$ cat src/rtl/lsu_ctrl.sv
// MEM-stage load/store sequencer: one bus request/acknowledge transaction per access, with lane alignment and load extension.
// Optional: define LSU_TIMEOUT_EN to abort a REQ that waits TIMEOUT_CYCLES cycles without bus_ack.
module lsu_ctrl #(
  parameter int ADDR_W         = 32,
  parameter int TIMEOUT_CYCLES = 255
) (
  input  logic              clk,
  input  logic              rst,
  input  logic              mem_read,
  input  logic              mem_write,
  input  logic [2:0]        funct3,
  input  logic [ADDR_W-1:0] addr,
  input  logic [31:0]       wdata,
  output logic              stall,
  output logic [31:0]       ld_data,
  output logic              ld_valid,
  output logic              lsu_fault,
  output logic              bus_req,
  output logic              bus_we,
  output logic [ADDR_W-1:0] bus_addr,
  output logic [3:0]        bus_be,
  output logic [31:0]       bus_wdata,
  input  logic              bus_ack,
  input  logic [31:0]       bus_rdata
);

  typedef enum logic [1:0] {IDLE, REQ, DONE, FAULT} state_e;

  if (TIMEOUT_CYCLES < 1) begin : g_bad_timeout
    $error("lsu_ctrl: TIMEOUT_CYCLES must be >= 1");
  end

  state_e            state_q, state_d;
  logic              bus_req_q, bus_req_d;
  logic              bus_we_q, bus_we_d;
  logic [ADDR_W-1:0] bus_addr_q, bus_addr_d;
  logic [3:0]        bus_be_q, bus_be_d;
  logic [31:0]       bus_wdata_q, bus_wdata_d;
  logic [31:0]       ld_data_q, ld_data_d;
  logic [2:0]        funct3_q, funct3_d;
  logic [1:0]        addr_lo_q, addr_lo_d;

  logic              illegal, misaligned;
  logic [3:0]        st_be;
  logic [31:0]       st_wdata;
  logic [31:0]       lane, ld_ext;

`ifdef LSU_TIMEOUT_EN
  localparam int CNT_W = ($clog2(TIMEOUT_CYCLES + 1) > 8) ? $clog2(TIMEOUT_CYCLES + 1) : 8;
  logic [CNT_W-1:0] cnt_q, cnt_d;
  logic             timed_out;

  assign cnt_d     = (state_q == REQ) ? cnt_q + 1'b1 : '0;
  assign timed_out = (cnt_q == CNT_W'(TIMEOUT_CYCLES - 1));

  always_ff @(posedge clk or posedge rst) begin
    if (rst) cnt_q <= '0;
    else     cnt_q <= cnt_d;
  end
`endif

  // Legality and alignment are judged on the live inputs, only consumed in IDLE.
  always_comb begin
    illegal = 1'b0;
    if (mem_read && mem_write)
      illegal = 1'b1;
    else if (mem_read)
      illegal = (funct3 == 3'b011) || (funct3[2:1] == 2'b11);
    else if (mem_write)
      illegal = funct3[2] || (funct3[1:0] == 2'b11);

    misaligned = 1'b0;
    if (funct3[1:0] == 2'b01)
      misaligned = addr[0];
    else if (funct3[1:0] == 2'b10)
      misaligned = (addr[1:0] != 2'b00);
  end

  always_comb begin
    st_be    = 4'b1111;
    st_wdata = wdata;
    case (funct3[1:0])
      2'b00: begin
        st_be    = 4'b0001 << addr[1:0];
        st_wdata = {4{wdata[7:0]}};
      end
      2'b01: begin
        st_be    = 4'b0011 << {addr[1], 1'b0};
        st_wdata = {2{wdata[15:0]}};
      end
      default: ;
    endcase
  end

  assign lane = bus_rdata >> {addr_lo_q, 3'b000};

  always_comb begin
    case (funct3_q)
      3'b000:  ld_ext = {{24{lane[7]}}, lane[7:0]};
      3'b001:  ld_ext = {{16{lane[15]}}, lane[15:0]};
      3'b100:  ld_ext = {24'h0, lane[7:0]};
      3'b101:  ld_ext = {16'h0, lane[15:0]};
      default: ld_ext = lane;
    endcase
  end

  always_comb begin
    state_d     = state_q;
    bus_req_d   = bus_req_q;
    bus_we_d    = bus_we_q;
    bus_addr_d  = bus_addr_q;
    bus_be_d    = bus_be_q;
    bus_wdata_d = bus_wdata_q;
    ld_data_d   = ld_data_q;
    funct3_d    = funct3_q;
    addr_lo_d   = addr_lo_q;

    case (state_q)
      IDLE: begin
        if (mem_read || mem_write) begin
          if (illegal || misaligned) begin
            state_d = FAULT;
          end else begin
            state_d     = REQ;
            bus_req_d   = 1'b1;
            bus_we_d    = mem_write;
            bus_addr_d  = {addr[ADDR_W-1:2], 2'b00};
            bus_be_d    = mem_write ? st_be : 4'b1111;
            bus_wdata_d = mem_write ? st_wdata : 32'h0;
            funct3_d    = funct3;
            addr_lo_d   = addr[1:0];
          end
        end
      end
      REQ: begin
        if (bus_ack) begin
          bus_req_d = 1'b0;
          state_d   = DONE;
          if (!bus_we_q) ld_data_d = ld_ext;
        end
`ifdef LSU_TIMEOUT_EN
        else if (timed_out) begin
          bus_req_d = 1'b0;
          state_d   = FAULT;
        end
`endif
      end
      DONE:    state_d = IDLE;
      FAULT:   state_d = IDLE;
      default: state_d = IDLE;
    endcase
  end

  always_ff @(posedge clk or posedge rst) begin
    if (rst) begin
      state_q     <= IDLE;
      bus_req_q   <= 1'b0;
      bus_we_q    <= 1'b0;
      bus_addr_q  <= '0;
      bus_be_q    <= 4'b0000;
      bus_wdata_q <= 32'h0;
      ld_data_q   <= 32'h0;
      funct3_q    <= 3'b000;
      addr_lo_q   <= 2'b00;
    end else begin
      state_q     <= state_d;
      bus_req_q   <= bus_req_d;
      bus_we_q    <= bus_we_d;
      bus_addr_q  <= bus_addr_d;
      bus_be_q    <= bus_be_d;
      bus_wdata_q <= bus_wdata_d;
      ld_data_q   <= ld_data_d;
      funct3_q    <= funct3_d;
      addr_lo_q   <= addr_lo_d;
    end
  end

  // Combinational so the pipeline advances in the very DONE/FAULT cycle.
  assign stall     = (mem_read | mem_write) & (state_q != DONE) & (state_q != FAULT);
  assign ld_valid  = (state_q == DONE) & ~bus_we_q;
  assign lsu_fault = (state_q == FAULT);
  assign ld_data   = ld_data_q;
  assign bus_req   = bus_req_q;
  assign bus_we    = bus_we_q;
  assign bus_addr  = bus_addr_q;
  assign bus_be    = bus_be_q;
  assign bus_wdata = bus_wdata_q;

endmodule

$ cat config.mk
export PLATFORM = sky130hd
export DESIGN_NAME = lsu_ctrl
export DESIGN_NICKNAME = d
export VERILOG_FILES = /design/src/rtl/lsu_ctrl.sv
export SDC_FILE = /design/constraint.sdc
export NUM_CORES = 1
export LEC_CHECK = 0
export BUFFER_PORTS_ARGS = -buffer_cell sky130_fd_sc_hd__buf_2
export CORE_MARGIN = 3
export CORE_UTILIZATION = 53
export CTS_BUF_LIST = sky130_fd_sc_hd__clkbuf_8 sky130_fd_sc_hd__clkbuf_16
export DETAILED_ROUTE_END_ITERATION = 10
export HOLD_SLACK_MARGIN = 0.03
export PLACE_DENSITY_LB_ADDON = 0.05
export SLEW_MARGIN = 20
export SYNTH_ARGS = -nofsm -noshare
export SYNTH_HDL_FRONTEND = slang
export SYNTH_SLANG_ARGS = --single-unit
$ cat constraint.sdc
create_clock -name clk -period 8.8 [get_ports clk]
set_input_delay 0.88 -clock clk [delete_from_list [all_inputs] [get_ports clk]]
set_output_delay 0.88 -clock clk [all_outputs]
set_load 0.02 [all_outputs]
Word-level counts from Yosys, hierarchy flattened
Cells that the tools add are included.
{ "word_totals": {"wordCells": 67, "in_bits": 104, "out_inout_bits": 105, "ff_bits": 107} }
{ "op_classes": {"n_shift": 3, "bitwise_logic": 6, "reduce_logical": 15, "eq_ne": 16, "n_mux": 18} }
{ "op_table": {"columns": ["cell", "n"], "rows": [
  ["one-hot mux 32 bit (4 select lines)", 1],
  ["one-hot mux 32 bit (2 select lines)", 1],
  ["two-way mux 32 bit", 1],
  ["right shift 32 x 5 -> 32 bit", 1],
  ["equality test 2 bit (second input constant)", 5],
  ["!= test 2 bit (second input constant)", 5],
  ["two-way mux 1 bit", 8],
  ["one-hot mux 4 bit (2 select lines)", 1],
  ["equality test 3 bit (second input constant)", 2],
  ["two-way mux 2 bit", 3],
  ["one-hot mux 2 bit (3 select lines)", 1],
  ["AND reduction 3 bit", 2],
  ["equality test 2 x 1 -> 1 bit (second input constant)", 2],
  ["zero test 2 bit", 2],
  ["logical OR 1 bit", 4],
  ["two-way mux 4 bit", 1],
  ["AND reduction 4 bit", 1],
  ["nonzero test 2 bit", 2],
  ["left shift 1 x 2 -> 4 bit (first input constant)", 1],
  ["left shift 2 x 2 -> 4 bit (first input constant)", 1],
  ["AND 1 bit", 3],
  ["equality test 3 x 1 -> 1 bit (second input constant)", 1],
  ["equality test 3 x 2 -> 1 bit (second input constant)", 1],
  ["zero test 3 bit", 1],
  ["6 further kinds", 7]
]} }

Logic depth before layout (Yosys ltp)
Gate-level depths: netlist (run 1).
{ "depth": {"depth_word": 9, "mapped_depth": 7, "mapped_depth_nobuf": 4} }

Worst setup path after synthesis (run 1)
Ideal clock, no wire load.
{ "synth_timing": {"path_kind": "input to output", "start": "input port mem_write", "end": "output port stall", "required_ps": 7920, "t_arrival_ps": 1486, "stages": 3, "n_path_buf": 1, "path_slack_ps": 6434, "cell_sequence": "clkbuf_1 -> nor2_1 -> nor2_1"} }
{ "synth_between": {"elab_chain_cells": 3} }
{ "synth_lines": {"columns": ["item", "line_no", "source"], "rows": [
  ["start, declared", "10", "input logic mem_write,"],
  ["OR 1 bit", "179", "assign stall = (mem_read | mem_write) & (state_q != DONE) & (state_q != FAULT);"],
  ["AND 1 bit (2 in series)", "179", null],
  ["end, declared", "14", "output logic stall,"]
]} }
Every way passes these cells.

Worst setup path in the final report (run 1)
{ "layout_timing": {"start": "input port mem_write", "end": "register bus_addr_q[10], in the netlist bus_addr[10]"} }
{ "layout_between": {"elab_chain_cells": 6, "elab_cells_between_ends": 8, "cone_classes": "mux: 3; bitwise: 1; reduce/logical: 4"} }
{ "layout_lines": {"columns": ["item", "line_no", "source"], "rows": [
  ["two-way mux 1 bit", "69", "else if (mem_write)"],
  ["two-way mux 1 bit", "67", "else if (mem_read)"],
  ["two-way mux 1 bit", "65", "if (mem_read && mem_write)"],
  ["logical OR 1 bit", "121", "if (illegal || misaligned) begin"],
  ["inverter 1 bit (no source line)", null, null],
  ["AND reduction 3 bit (no source line) *", null, null],
  ["end signal, assigned", "169", "bus_addr_q <= bus_addr_d;"],
  ["end, declared", "36", "logic [ADDR_W-1:0] bus_addr_q, bus_addr_d;"]
]} }
Mark *: on every way between the ends. The rest lies on a longest branch, timed or not.
A chain may end at the register's enable or synchronous reset.

==> reports/metrics.cfg, run 1 <==
[power_and_ir_drop]
powerDensity_mw_per_mm2=346
ir_worst_vdd_uv=156
power_mw=2.25
p_leak_nw=3.25

[sta]
setup_ws_ns=5.68
rsz0062_at_grt=false
setup_violations=0
achievable-frequency_mhz=320
period_minus_slack_ns=3.12
setup_tns_ns=0
fin_hold_ws_ns=0.493
skew_ns=0.0170
slew_violations=0
hold_viol_final=0
worstMarginPinSlew_ns=1.03
finalCritPeriodShare=0.355
slew_headroom=0.312

[setup_path]
r2r_start=state_q[0]
critPathMaxStageDelay_ns=0.72
crit_path_start_kind=primary input
crit_family=simple AND/OR/NAND/NOR gates
critPathArrivalTime_ns=3.37
r2r_setup_slack_ns=6.30
cp.required_ns=9.04
cpMaxStageDelayCell=nand2_4
cp_num_buf_inv=1
crit_path_cell_trace=buf_2, nor2_1, nor3_2, nand2_4, mux2_1
r2r_cells=3
cp-end-kind=flop
critPathMaxFanout=72
timing.setup.critical_path_class=primary input to flop
reg2reg_to=bus_addr[10]

[die]
pin_count=209
core.rowCount=35
die_area_sq_mm=0.0112
fp.dieW_um=106
start_util=0.557
die_y_um=106
core_area_sq_mm=0.00946

[synthesis]
yosysWarningCount=0
ys_types=41
syn_area_per_cell_sq_um=11.1
synth-seq-cells=107
yosysSeqAreaShare=0.508
synth_top_area_frac=0.508
synth_top_cell_by_area=dfrtp_1
synthArstFlopShare=1.00
synth-edff-count=0
synth-main-ff-cell=dfrtp_1
netlist_area_sq_mm=0.00527
yosys-top-cells-area=dfrtp_1, mux2_1, mux2i_1
synthCells=473

[drt]
vias=4249
via_per_inst=5.36
drc=0
first_pass_iters=4
drtAntennaViolNets=0
wl_per_cell_um=16.3
routed_wl_um=12900
drtIter0Drc=157

[worst_hold_path]
holdCritStartpoint=bus_wdata[6]
hold_path_end=bus_wdata[6]
hp-class=flop to flop
hold_path_depth=1

[global_routing]
grt_overflow=0
grtUsageTotal=0.234
grt_pass1_wl_um=21000
grt_pass1_vias=4191
grt_start_max_net_pins=73
antenna_found_initial=2

[cts]
cts-resized-gates=0
clk_latency_ns=0.37
cts.sinks=107
cts_buffers=9
cts_tree=done
post-cts-setup-buffers=0
clock-root-buffer=clkbuf_8
path_clk_slew_ns=0.11
clk_path_buf_depth=2
cts_max_level=3
ctsHoldBuffers=0

[placement]
portBuffers=206
placed_area_sq_mm=0.00630
place_congestion=0.838
pre_cts_ws_ns=5.31
dp_hpwl_um=9610

[run_status]
status=finished, final reports clean

[cells_and_area]
fin_area_sq_mm=0.00649
nets=762
drive_gt1_frac=0.394
syn2layout_area_growth_pct=23.1

[run]
drv_cap=0

==> through the flow <==
step,instances,utilization
finish,792,0.686
global route,792,0.686
CTS,791,0.686
detailed placement,776,0.666
global placement,776,0.666
floorplan,474,-
==> placed cells by master, fill, tap and decap left out, types with 2 or more instances in the layout <==
cell and instances:
buf_2 206, dfrtp_1 106, mux2_1 50, nand2_1 42, mux2i_1 40, nor2_1 35, o21ai_0 29, mux2_2 18
a31oi_1 16, nor2b_1 13, inv_1 9, a21oi_1 9, clkbuf_8 9, o211ai_1 8, and2_1 8, nand4_1 8
a21bo_2 8, a21boi_0 8, nand3b_1 3, mux2_4 3, clkinv_4 3, nor3_2 2, nor3b_1 2, nor3_1 2
nand2b_1 2, conb_1 2, inv_8 2, buf_4 2
==> worst max path at each step <==
stage,slack [ns],cells after the start,end,from
after floorplan,5.10,1,addr_lo_q[0],rst
after global placement,5.46,5,bus_addr[5],mem_write
after detailed placement,5.31,5,bus_addr[2],mem_write
after CTS,5.70,5,bus_addr[10],mem_write
after global routing,5.41,5,bus_addr[7],mem_write
final,5.68,5,bus_addr[10],mem_write
==> power by group <==
part | total (mW) | internal (mW) | switching [mW]
sequential | 0.883 | 0.729 | 0.154
clock | 0.288 | 0.108 | 0.180
combinational | 1.08 | 0.425 | 0.651
total | 2.25 | 1.26 | 0.984
==> flip-flops by register name, summed over array words and instances (netlist names) <==
register / cells
bus_wdata: 32
ld_data: 32
bus_addr: 30
bus_be: 4
funct3_q: 3
addr_lo_q: 2
state_q: 2
bus_req: 1
bus_we: 1
==> worst reg2reg max path, cell delays in order (launching register included) <==
cell	delay (ns)
dfrtp_1	0.46
nor3_2	0.63
nand2_4	0.72
mux2_1	0.58
==> cells in the mapped netlist, types with 2 or more instances <==
cell and number:
buf_1 3, mux2_4 3, and2_1 8, mux2_2 18, nor2_1 36, o21ai_0 29, a31oi_1 16, a21boi_0 8
a21bo_2 8, buf_6 5, a21oi_1 9, clkbuf_1 15, nor3b_1 2, mux2i_1 40, buf_2 10, nand2b_1 2
dfrtp_1 107, mux2_1 50, nand2_1 42, nor2b_1 13, inv_1 10, nand3b_1 3, o211ai_1 8, buf_4 2
nor3_2 2, nor3_1 2, nand4_1 8
==> cells by family after synthesis <==
| logic type | count (synthesis) | share of synthesized area |
|---|---|---|
| simple gates | 122 | 0.111 |
| mux | 111 | 0.230 |
| flops | 107 | 0.508 |
| compound gates | 86 | 0.107 |
| buf+inv | 46 | 0.0437 |
| other cells | 1 | 0.000711 |
==> area by class of cell <==
| cell class | count | area (sq um) |
|---|---|---|
| multi-input combinational | 321 | 2370 |
| sequential | 107 | 2680 |
| clock buffer | 9 | 124 |
| fill | 787 | 2970 |
| timing repair buffer | 208 | 1050 |
| antenna | 1 | 2.50 |
| tap | 129 | 161 |
| inverter | 11 | 43.8 |
| clock inverter | 6 | 57.6 |
==> per-layer routing <==
metal	vias up	routed length, um	global-route usage
li1	2030	-	-
met1	2039	5440	0.306
met2	155	6320	0.382
met3	23	861	0.0539
met4	2	269	0.0851
met5	-	13	0
No activity file was read; power rests on OpenSTA's default activity.
==> run 2, diff against run 1 <==
- CORE_UTILIZATION: 53 -> 49
- clock period: 8.8 -> 2.88 ns (I/O delays scaled with it)
==> reports/metrics.cfg, run 2 (synthesized netlist as in run 1, its figures left out) <==
[sta]
setup_tns_ns=0  ; unchanged
slew_headroom=0.316  ; was 0.312
skew_ns=0.0144  ; was 0.0170 ns
finalCritPeriodShare=0.741
hold_viol_final=0  ; unchanged
slew_violations=0  ; unchanged
achievable-frequency_mhz=469
rsz0062_at_grt=false  ; unchanged
period_minus_slack_ns=2.13
setup_violations=0  ; unchanged
worstMarginPinSlew_ns=1.02  ; was 1.03 ns

[cells_and_area]
drive_gt1_frac=0.402  ; was 0.394
multi_input_area_sq_mm=0.00237  ; unchanged
n_fill_cell=892  ; was 787
regArea_sq_mm=0.00268  ; about the same
mostFrequentLayoutCell=buf_2  ; unchanged
nets=774  ; was 762
most-common-layout-cells=buf_2, dfrtp_1, mux2_1  ; unchanged
layout.cells.non_filler=810  ; was 792
syn2layout_area_growth_pct=26.2  ; was 23.1%
diodes=0  ; was 1

[die]
core.rowCount=37  ; was 35
start_util=0.506  ; was 0.557
die_area_sq_mm=0.0120  ; was 0.0112 sq mm
pin_count=209  ; unchanged
fp.dieW_um=110  ; was 106 um
core_area_sq_mm=0.0104  ; was 0.00946 sq mm
die_y_um=110  ; was 106 um

[cts]
path_clk_slew_ns=0.10  ; was 0.11 ns
cts_tree=done  ; unchanged
clk_path_buf_depth=2  ; unchanged
post-cts-setup-buffers=0  ; unchanged
clock-root-buffer=clkbuf_8  ; unchanged
clk_latency_ns=0.37  ; about the same
cts.sinks=107  ; unchanged
cts_buffers=9  ; unchanged
cts_max_level=3  ; unchanged

[drt]
drtAntennaViolNets=0  ; unchanged
first_pass_iters=4  ; unchanged
routed_wl_um=13200  ; was 12900 um
drc=0  ; unchanged
wl_per_cell_um=16.3  ; about the same
drtIter0Drc=210  ; was 157
via_per_inst=5.28  ; was 5.36
vias=4280  ; was 4249

[power_and_ir_drop]
pwr-share-clk=0.127  ; was 0.128
pwr-share-comb=0.492  ; was 0.479
power_frac_seq=0.381  ; was 0.393
ir_worst_vdd_uv=554  ; was 156 uV
intPower_mw=3.91  ; was 1.26 mW
netSwitchingFraction=0.437  ; was 0.438
p_leak_nw=3.33  ; was 3.25 nW
switching_power_mw=3.03  ; was 0.984 mW
powerDensity_mw_per_mm2=1040  ; was 346 mW/mm^2

[setup_path]
critPathArrivalTime_ns=2.33  ; was 3.37 ns
r2r_start=addr_lo_q[1]  ; was state_q[0]
crit_family=simple AND/OR/NAND/NOR gates  ; unchanged
crit_path_start_kind=flop  ; was primary input
timing.setup.critical_path_class=flop to flop  ; was primary input to flop
cpMaxStageDelayCell=nor3_2  ; was nand2_4
cp_num_buf_inv=1  ; unchanged
critPathMaxFanout=26  ; was 72
cp.required_ns=3.08  ; was 9.04 ns
r2r_cells=5  ; was 3
cp-end-kind=flop  ; unchanged
reg2reg_to=ld_data[29]  ; was bus_addr[10]
r2r_setup_slack_ns=0.75  ; was 6.30 ns
critPathMaxStageDelay_ns=0.81  ; was 0.72 ns
crit_path_cell_trace=buf_4, nand4b_1, nor3_1, nor3_2, a31oi_1  ; was buf_2, nor2_1, nor3_2, nand2_4, mux2_1

[global_routing]
grt_pass1_vias=4147  ; was 4191
grt_start_max_net_pins=49  ; was 73
grt_overflow=0  ; unchanged
antenna_found_initial=0  ; was 2
grtUsageTotal=0.219  ; was 0.234
grt_pass1_wl_um=20600  ; was 21000 um

[run]
drv_cap=0  ; unchanged

[placement]
portBuffers=206  ; unchanged
place_congestion=0.873  ; was 0.838
dp_cells=793  ; was 776
dp_hpwl_um=10100  ; was 9610 um

[worst_hold_path]
hold_path_end=state_q[0]  ; was bus_wdata[6]
hp-class=primary input to flop  ; was flop to flop
holdCritStartpoint=bus_ack  ; was bus_wdata[6]
hold_path_depth=2  ; was 1

[run_status]
status=finished, final reports clean  ; unchanged

run 2: worst max path at each step:
stage	startpoint	to	slack [ns]	depth (start not counted)
2_1_floorplan	mem_read	bus_be[0]	1.25	5
3_3_place_gp	mem_read	bus_addr[3]	0.73	6
3_5_place_dp	mem_read	bus_addr[6]	0.63	6
4_1_cts	addr_lo_q[1]	ld_data[29]	0.76	5
5_1_grt	addr_lo_q[1]	ld_data[20]	0.61	5
6_report	addr_lo_q[1]	ld_data[29]	0.75	5
run 2: area by class of cell:
type | instances | share of cell area
Clock inverter | 6 | 0.00865
Clock buffer | 9 | 0.0186
Sequential cell | 107 | 0.403
Inverter | 11 | 0.00677
Multi-Input combinational cell | 321 | 0.357
Timing Repair Buffer | 220 | 0.181
Tap cell | 136 | 0.0256
run 2: layer usage:
layer | track usage | part of all wire | vias to the layer above
met5 | 0 | 0 | -
met4 | 0.0650 | 0.019 | 0
met3 | 0.0599 | 0.069 | 19
met2 | 0.353 | 0.48 | 136
met1 | 0.291 | 0.43 | 2072
li1 | - | - | 2053
run 2: repair_timing:
item,4_1_cts,5_1_grt
setup endpoints to repair,0,0
hold endpoints to repair,0,15
hold buffers,0,1
gates resized for setup,0,0
run 2: through the flow:
stage / cell area [sq um] / util / hold slack (ns) / total power, mW / setup WS [ns]
final: 6650 / 0.638 / 0.108 / 6.94 / 0.747
after global routing: 6650 / 0.638 / 0.0940 / 7.46 / 0.614
after CTS: 6620 / 0.636 / 0.0973 / 7.02 / 0.756
after detailed placement: 6440 / 0.618 / 0.463 / 6.14 / 0.628
after global placement: 6440 / 0.618 / 0.459 / 6.05 / 0.735
after floorplan: 5280 / - / 0.387 / 4.94 / 1.25
run 2: power groups by stage:
stage               Clock [mW]  Sequential (mW)  Combinational [mW]
global route             0.971             2.75                3.74
CTS                      0.903             2.65                3.46
floorplan                    0             3.48                1.47
finish                   0.879             2.65                3.42
detailed placement           0             2.69                3.45
global placement             0             2.66                3.40
